===== src/rtl/counter_arbiter.sv =====
// Arbitrates NREQ requesters for one shared enable/sync-clear counter and times each grant.
// Define COUNTER_ARB_FIXED_PRIO_EN for fixed priority (lowest index wins) instead of round-robin.
module counter_arbiter #(
    parameter int unsigned NREQ = 4,
    parameter int unsigned CW   = 4
) (
    input  logic                 clk_i,
    input  logic                 rst_i,
    input  logic [NREQ-1:0]      req_i,
    input  logic [NREQ*CW-1:0]   len_i,
    input  logic [CW-1:0]        cnt_val_i,
    output logic                 cnt_clr_o,
    output logic                 cnt_en_o,
    output logic [NREQ-1:0]      gnt_o,
    output logic [NREQ-1:0]      done_o,
    output logic                 busy_o
);

    localparam int unsigned IW = (NREQ > 1) ? $clog2(NREQ) : 1;
    localparam int          N  = int'(NREQ);

    typedef enum logic [1:0] {StIdle, StClear, StRun, StDone} state_e;

    state_e          state_q, state_d;
    logic [IW-1:0]   idx_q, idx_d;
    logic [CW-1:0]   len_q, len_d;
    logic [NREQ-1:0] gnt_q, gnt_d;

    logic [IW-1:0]   arb_base;
    logic [IW-1:0]   win_idx;
    logic            win_vld;
    int              cand;

`ifdef COUNTER_ARB_FIXED_PRIO_EN
    assign arb_base = '0;
`else
    logic [IW-1:0] ptr_q, ptr_d;
    logic [IW-1:0] idx_inc;

    assign idx_inc = (idx_q == IW'(N - 1)) ? '0 : idx_q + 1'b1;
    // DONE re-arbitrates in the same cycle, so it searches from the already-advanced pointer.
    assign arb_base = (state_q == StDone) ? idx_inc : ptr_q;

    always_comb begin
        ptr_d = ptr_q;
        if (state_q == StDone) begin
            ptr_d = idx_inc;
        end else if (state_q == StRun && !req_i[idx_q]) begin
            ptr_d = idx_inc;
        end
    end

    always_ff @(posedge clk_i) begin
        if (rst_i) begin
            ptr_q <= '0;
        end else begin
            ptr_q <= ptr_d;
        end
    end
`endif

    // Scan downward so the candidate closest to arb_base is the last one written.
    always_comb begin
        win_vld = 1'b0;
        win_idx = '0;
        cand    = 0;
        for (int k = N - 1; k >= 0; k--) begin
            cand = (int'(arb_base) + k) % N;
            if (req_i[cand[IW-1:0]]) begin
                win_vld = 1'b1;
                win_idx = cand[IW-1:0];
            end
        end
    end

    always_comb begin
        state_d   = state_q;
        idx_d     = idx_q;
        len_d     = len_q;
        gnt_d     = gnt_q;
        cnt_clr_o = 1'b0;
        cnt_en_o  = 1'b0;
        done_o    = '0;
        unique case (state_q)
            StIdle: begin
                if (win_vld) begin
                    state_d        = StClear;
                    idx_d          = win_idx;
                    len_d          = len_i[int'(win_idx)*CW +: CW];
                    gnt_d          = '0;
                    gnt_d[win_idx] = 1'b1;
                end
            end
            StClear: begin
                cnt_clr_o = 1'b1;
                state_d   = StRun;
            end
            StRun: begin
                // Losing the request takes priority over reaching terminal count.
                if (!req_i[idx_q]) begin
                    state_d = StIdle;
                    gnt_d   = '0;
                end else if (cnt_val_i == len_q) begin
                    state_d = StDone;
                    gnt_d   = '0;
                end else begin
                    cnt_en_o = 1'b1;
                end
            end
            StDone: begin
                done_o[idx_q] = 1'b1;
                state_d       = StIdle;
                if (win_vld) begin
                    state_d        = StClear;
                    idx_d          = win_idx;
                    len_d          = len_i[int'(win_idx)*CW +: CW];
                    gnt_d          = '0;
                    gnt_d[win_idx] = 1'b1;
                end
            end
            default: state_d = StIdle;
        endcase
    end

    always_ff @(posedge clk_i) begin
        if (rst_i) begin
            state_q <= StIdle;
            idx_q   <= '0;
            len_q   <= '0;
            gnt_q   <= '0;
        end else begin
            state_q <= state_d;
            idx_q   <= idx_d;
            len_q   <= len_d;
            gnt_q   <= gnt_d;
        end
    end

    assign gnt_o  = gnt_q;
    assign busy_o = (state_q != StIdle);

endmodule

===== config.mk =====
export PLATFORM = sky130hd
export DESIGN_NAME = counter_arbiter
export DESIGN_NICKNAME = d
export VERILOG_FILES = /design/src/rtl/counter_arbiter.sv
export SDC_FILE = /design/constraint.sdc
export NUM_CORES = 1
export LEC_CHECK = 0
export CAP_MARGIN = 40
export CORE_MARGIN = 2
export CORE_UTILIZATION = 58
export CTS_BUF_LIST = sky130_fd_sc_hd__clkbuf_4
export DETAILED_ROUTE_END_ITERATION = 8
export DONT_BUFFER_PORTS = 1
export PLACE_DENSITY = 0.75
export SETUP_SLACK_MARGIN = 0.15
export SLEW_MARGIN = 15
export SYNTH_ARGS = -nofsm -noshare
export SYNTH_HDL_FRONTEND = slang
export SYNTH_SLANG_ARGS = --single-unit
export TNS_END_PERCENT = 100

===== constraint.sdc =====
create_clock -name clk_i -period 3 [get_ports clk_i]
set_input_delay 0.6 -clock clk_i [delete_from_list [all_inputs] [get_ports clk_i]]
set_output_delay 0.6 -clock clk_i [all_outputs]
set_load 0.1 [all_outputs]

# [Word level (Yosys, flattened, before mapping)]
# Index checks and enable logic that the tools add are counted.
[totals] out_inout_bits=11 regBits=14 ramBits=0 latchBits=0 elab_cells=78 rom_bits=0 mem_count=0
[op_classes] div_mod_pow=0 addsub=4 n_reduce_logical=12 n_mux=40 n_shift=1 order_cmp=8 n_bitwise=0 eq_ne=8 multipliers=0
[op_table] op="2-bit 2-to-1 mux" count=11
[op_table] op="2-bit by 3-bit less-than comparator with 1-bit output (second input constant)" count=6
[op_table] op="1-bit 2-to-1 mux" count=16
[op_table] op="4-bit 2-to-1 mux" count=4
[op_table] op="16-bit by 5-bit indexed part select with 4-bit output" count=1
[op_table] op="1-bit binary-select mux with 2-bit select" count=5
[op_table] op="2-bit case mux with 4 select lines" count=1
[op_table] op="4-bit case mux with 2 select lines" count=1
[op_table] op="2-bit == test (second input constant)" count=3
[op_table] op="2-bit nonzero test" count=3
[op_table] op="2-bit by 1-bit adder with 2-bit output (second input constant)" count=2
[op_table] op="2-bit adder (second input constant)" count=2
[op_table] op="1-bit demux with 2-bit select" count=2
[op_table] op="4-bit == test" count=1
[op_table] op="2-bit by 1-bit greater-or-equal comparator with 1-bit output (second input constant)" count=2
[op_table] op="2-bit AND reduction" count=2
[op_table] op="1-bit logical AND" count=3
[op_table] op="3-bit by 2-bit inequality test with 1-bit output (second input constant)" count=1
[op_table] op="3-bit AND reduction" count=1
[op_table] op="2-bit by 1-bit == test with 1-bit output (second input constant)" count=1
[op_table] op="2-bit zero test" count=1
[op_table] op="2-bit by 1-bit inequality test with 1-bit output (second input constant)" count=1
[op_table] op="2-bit inequality test (second input constant)" count=1
[op_table] op="2-bit OR reduction" count=1
[op_table] op="1-bit zero test" count=1

# [Depth between registers and ports, before layout]
[logic_depth] depth_word=16 depth_mapped=8

# [Worst setup path after synthesis]
# Ideal clock, no wire load.
[synth_timing] kind="in2out" startpoint="in req_i[1]" endpoint="out cnt_en_o" cell_stages=4 slack_ns=0.624 t_arrival_ns=1.776 cell_sequence="mux4_2 > nand2_1 > or2_1 > inv_1"
[synth_via] elab_chain_cells=4
[synth_lines] item="start, declared" line_no="9" text="input logic [NREQ-1:0] req_i,"
[synth_lines] item="1-bit binary-select mux with 2-bit select" line_no="100" text="if (!req_i[idx_q]) begin"
[synth_lines] item="1-bit 2-to-1 mux (not written as such)" line_no="100"
[synth_lines] item="1-bit 2-to-1 mux" line_no="100"
[synth_lines] item="1-bit 2-to-1 mux" line_no="84" text="unique case (state_q)"
[synth_lines] item="end, declared" line_no="13" text="output logic cnt_en_o,"
# No other way between the ends. The select of a mux whose other input is x is not followed.

# [Worst setup path after layout]
[layout_timing] startpoint="reg idx_q[0]" endpoint="out cnt_en_o"
[layout_via] elab_chain_cells=4
[layout_lines] item="start, declared" line_no="25" text="logic [IW-1:0] idx_q, idx_d;"
[layout_lines] item="start signal, assigned" line_no="133" text="idx_q <= idx_d;"
[layout_lines] item="1-bit binary-select mux with 2-bit select" line_no="100"
[layout_lines] item="1-bit 2-to-1 mux (not written as such)" line_no="100"
[layout_lines] item="1-bit 2-to-1 mux" line_no="100"
[layout_lines] item="1-bit 2-to-1 mux" line_no="84"
# No other way between the ends. The select of a mux whose other input is x is not followed.

==> flow_metrics.tcl <==
set metrics [dict create \
    syn-instance-count 118 \
    cts_root_buf "clkbuf_4" \
    antenna_found_initial 0 \
    clock_latency_ps 290 \
    max_freq_ghz 0.397 \
    setup_tns_ps 0 \
    fin_cells 149 \
    post-route-min-period_ps 2520 \
    grt_max_degree 17 \
    synth_fp_nets 153 \
    status "complete, no violations" \
    ys_ff_latch 14 \
    routabilityCongestion 0.805 \
    p_per_area_nw_per_um2 591 \
    pwr-share-seq_pct 35.0 \
    clk_pin_slew_ps 90 \
    critPathCaptureType "primary output" \
    drive_gt1_share_pct 16.9 \
    worst_pin_slew_ps 818 \
    synth_edf_count 0 \
    setup_viol 0 \
    postCtsSetupRepairBufs 0 \
    crit_arrival_ps 1920 \
    dpl_cell_area_um2 1160 \
    async_reset_ff_share_pct 0 \
    cts_resized 0 \
    p_int_mw 0.380 \
    stdcell_area_um2 1180 \
    wl_um 2190 \
    die_w_um 47.1 \
    ant_nets 0 \
    antennaDiodeCount 0 \
    rsz0062_at_grt "no" \
    drt-initial-drc-count 18 \
    switching_share_pct 45.5 \
    postLayoutSetupSlackWorst_ps 480 \
    drcViolationCount 0 \
    worst_ep_required_time_ps 2400 \
    ys_seq_area_share_pct 26.0 \
    grt_pass1_wl_um 3350 \
    gr-usage-all-layers_pct 21.4 \
    hold_viol 0 \
    die-area_um2 2220 \
    finalCritPeriodShare_pct 84.0 \
    leakage_nw 0.506 \
    initial_core_util_pct 61.7 \
    vias 891 \
    netSwitchingPower_mw 0.317 \
    synth_flop_cell "dfxtp_1" \
    cts_tree "built" \
    area_growth_pct 9.41 \
    relSlewSlack_pct 45.4 \
    p_clk_share_pct 15.6 \
    port_buffers 0 \
    drv_cap 0 \
    hpwl_um 1760 \
    drt-wirelength-per-cell_um 14.7 \
    num_rows 15 \
    finalMaxSlewViolations 0 \
    ys_types 37 \
    cp-start-kind "register" \
    cts_sinks 14 \
    synth.avg_cell_area_um2 9.13 \
    hold_buffers 0 \
    hold_class "in2reg" \
    crit_type "reg2out" \
    clock_path_buffers 2 \
    grt_overflow 0 \
    dp.cells 146 \
    routed_via_density 5.98 \
    cts_buffers 3 \
    post-place-ws_ps 671 \
    critPathMaxFanout 7 \
    h-tree-depth 1 \
    synth_warnings 0 \
    irDropWorstVdd_mv 0.423 \
    fin_nets 161 \
    grt_pass1_vias 779 \
    skew_ps 5.20 \
    boundaryPins 37 \
    fp.dieH_um 47.1 \
    dr.pass1.iters 4 \
    synthesis.area_um2 1080 \
    pwr-share-comb_pct 49.3 \
    core_um2 1750 \
]
## area by class of cell
type | count | area, um2
multi-input cells | 93 | 736
fillers | 157 | 567
flip-flops and latches | 14 | 280
repair buffers | 7 | 82.6
well taps | 25 | 31.3
inverters | 7 | 26.3
clock buffers | 3 | 22.5
## logic make-up after synthesis
| family | after synthesis | share of synthesized area (%) |
|---|---|---|
| buf+inv | 11 | 5.69 |
| mux | 15 | 15.2 |
| xor+xnor | 4 | 3.25 |
| simple gates | 42 | 22.6 |
| flops | 14 | 26.0 |
| fa+ha+maj | 9 | 10.5 |
| compound gates | 23 | 16.7 |
## path summary, 6_finish.rpt
check        slack [ps]     start        to  depth (start not counted)
max reg2reg         650  idx_q[0]  len_q[0]                          7
max                 480  idx_q[0]  cnt_en_o                          5
min                 370     rst_i  gnt_o[3]                          1
min reg2reg         470  gnt_o[1]  gnt_o[1]                          2
## through the flow
step	total power, mW	utilization, %	hold slack [ps]
floorplan	0.535	-	465
global placement	0.562	62.8	482
detailed placement	0.593	66.2	467
CTS	0.696	67.5	375
global route	0.731	67.5	369
finish	0.697	67.5	368
## cells in the mapped netlist, drive strengths merged, types with 2 or more instances
master	instances	area share (%)
o221ai	4	3.3
nand4	3	1.7
o211ai	2	1.4
nand3b	4	2.8
or2	2	1.2
buf	4	3.3
nor4	2	1.2
a211oi	3	3.0
and2	4	2.8
dfxtp	14	26
or4b	2	1.9
xor2	4	3.3
nand2	11	3.8
mux2i	13	12
inv	7	2.4
ha	9	10
a21oi	7	3.3
nor2	7	2.4
## power by group through the flow
stage	clock network (mW)	logic [mW]	registers [mW]
after floorplan	0	0.245	0.290
after global placement	0	0.267	0.295
after detailed placement	0	0.344	0.249
after CTS	0.107	0.345	0.244
after global routing	0.115	0.368	0.248
final	0.109	0.344	0.244
## cells in the final DEF, fill, tap and decap left out, drive strengths merged, types with 2 or more instances in the layout
master  count
a211oi      3
a21oi       7
and2        4
buf         7
clkbuf      3
dfxtp      14
ha          9
inv         7
mux2i      13
nand2      11
nand3b      4
nand4       3
nor2        7
nor4        2
o211ai      2
o221ai      4
or2         2
or4b        2
xor2        4
## sequential cells by signal (all words and copies together) (netlist names)
signal and flops:
gnt_o 4, len_q 4, state_q 2, idx_q 2, ptr_q 2
## layer usage
layer / wire, um / global-route usage, % / up-vias
met5: 0 / 0 / -
met4: 23 / 6.67 / 0
met3: 79 / 2.69 / 4
met2: 1100 / 36.7 / 22
met1: 984 / 28.1 / 423
li1: - / - / 442
## critical path, stage by stage (launching register included)
cell and delay, ps:
dfxtp_1 480, mux4_2 570, nand2_1 140, or2_1 170, inv_1 50, buf_4 220
(Power assumes the default switching activity.)
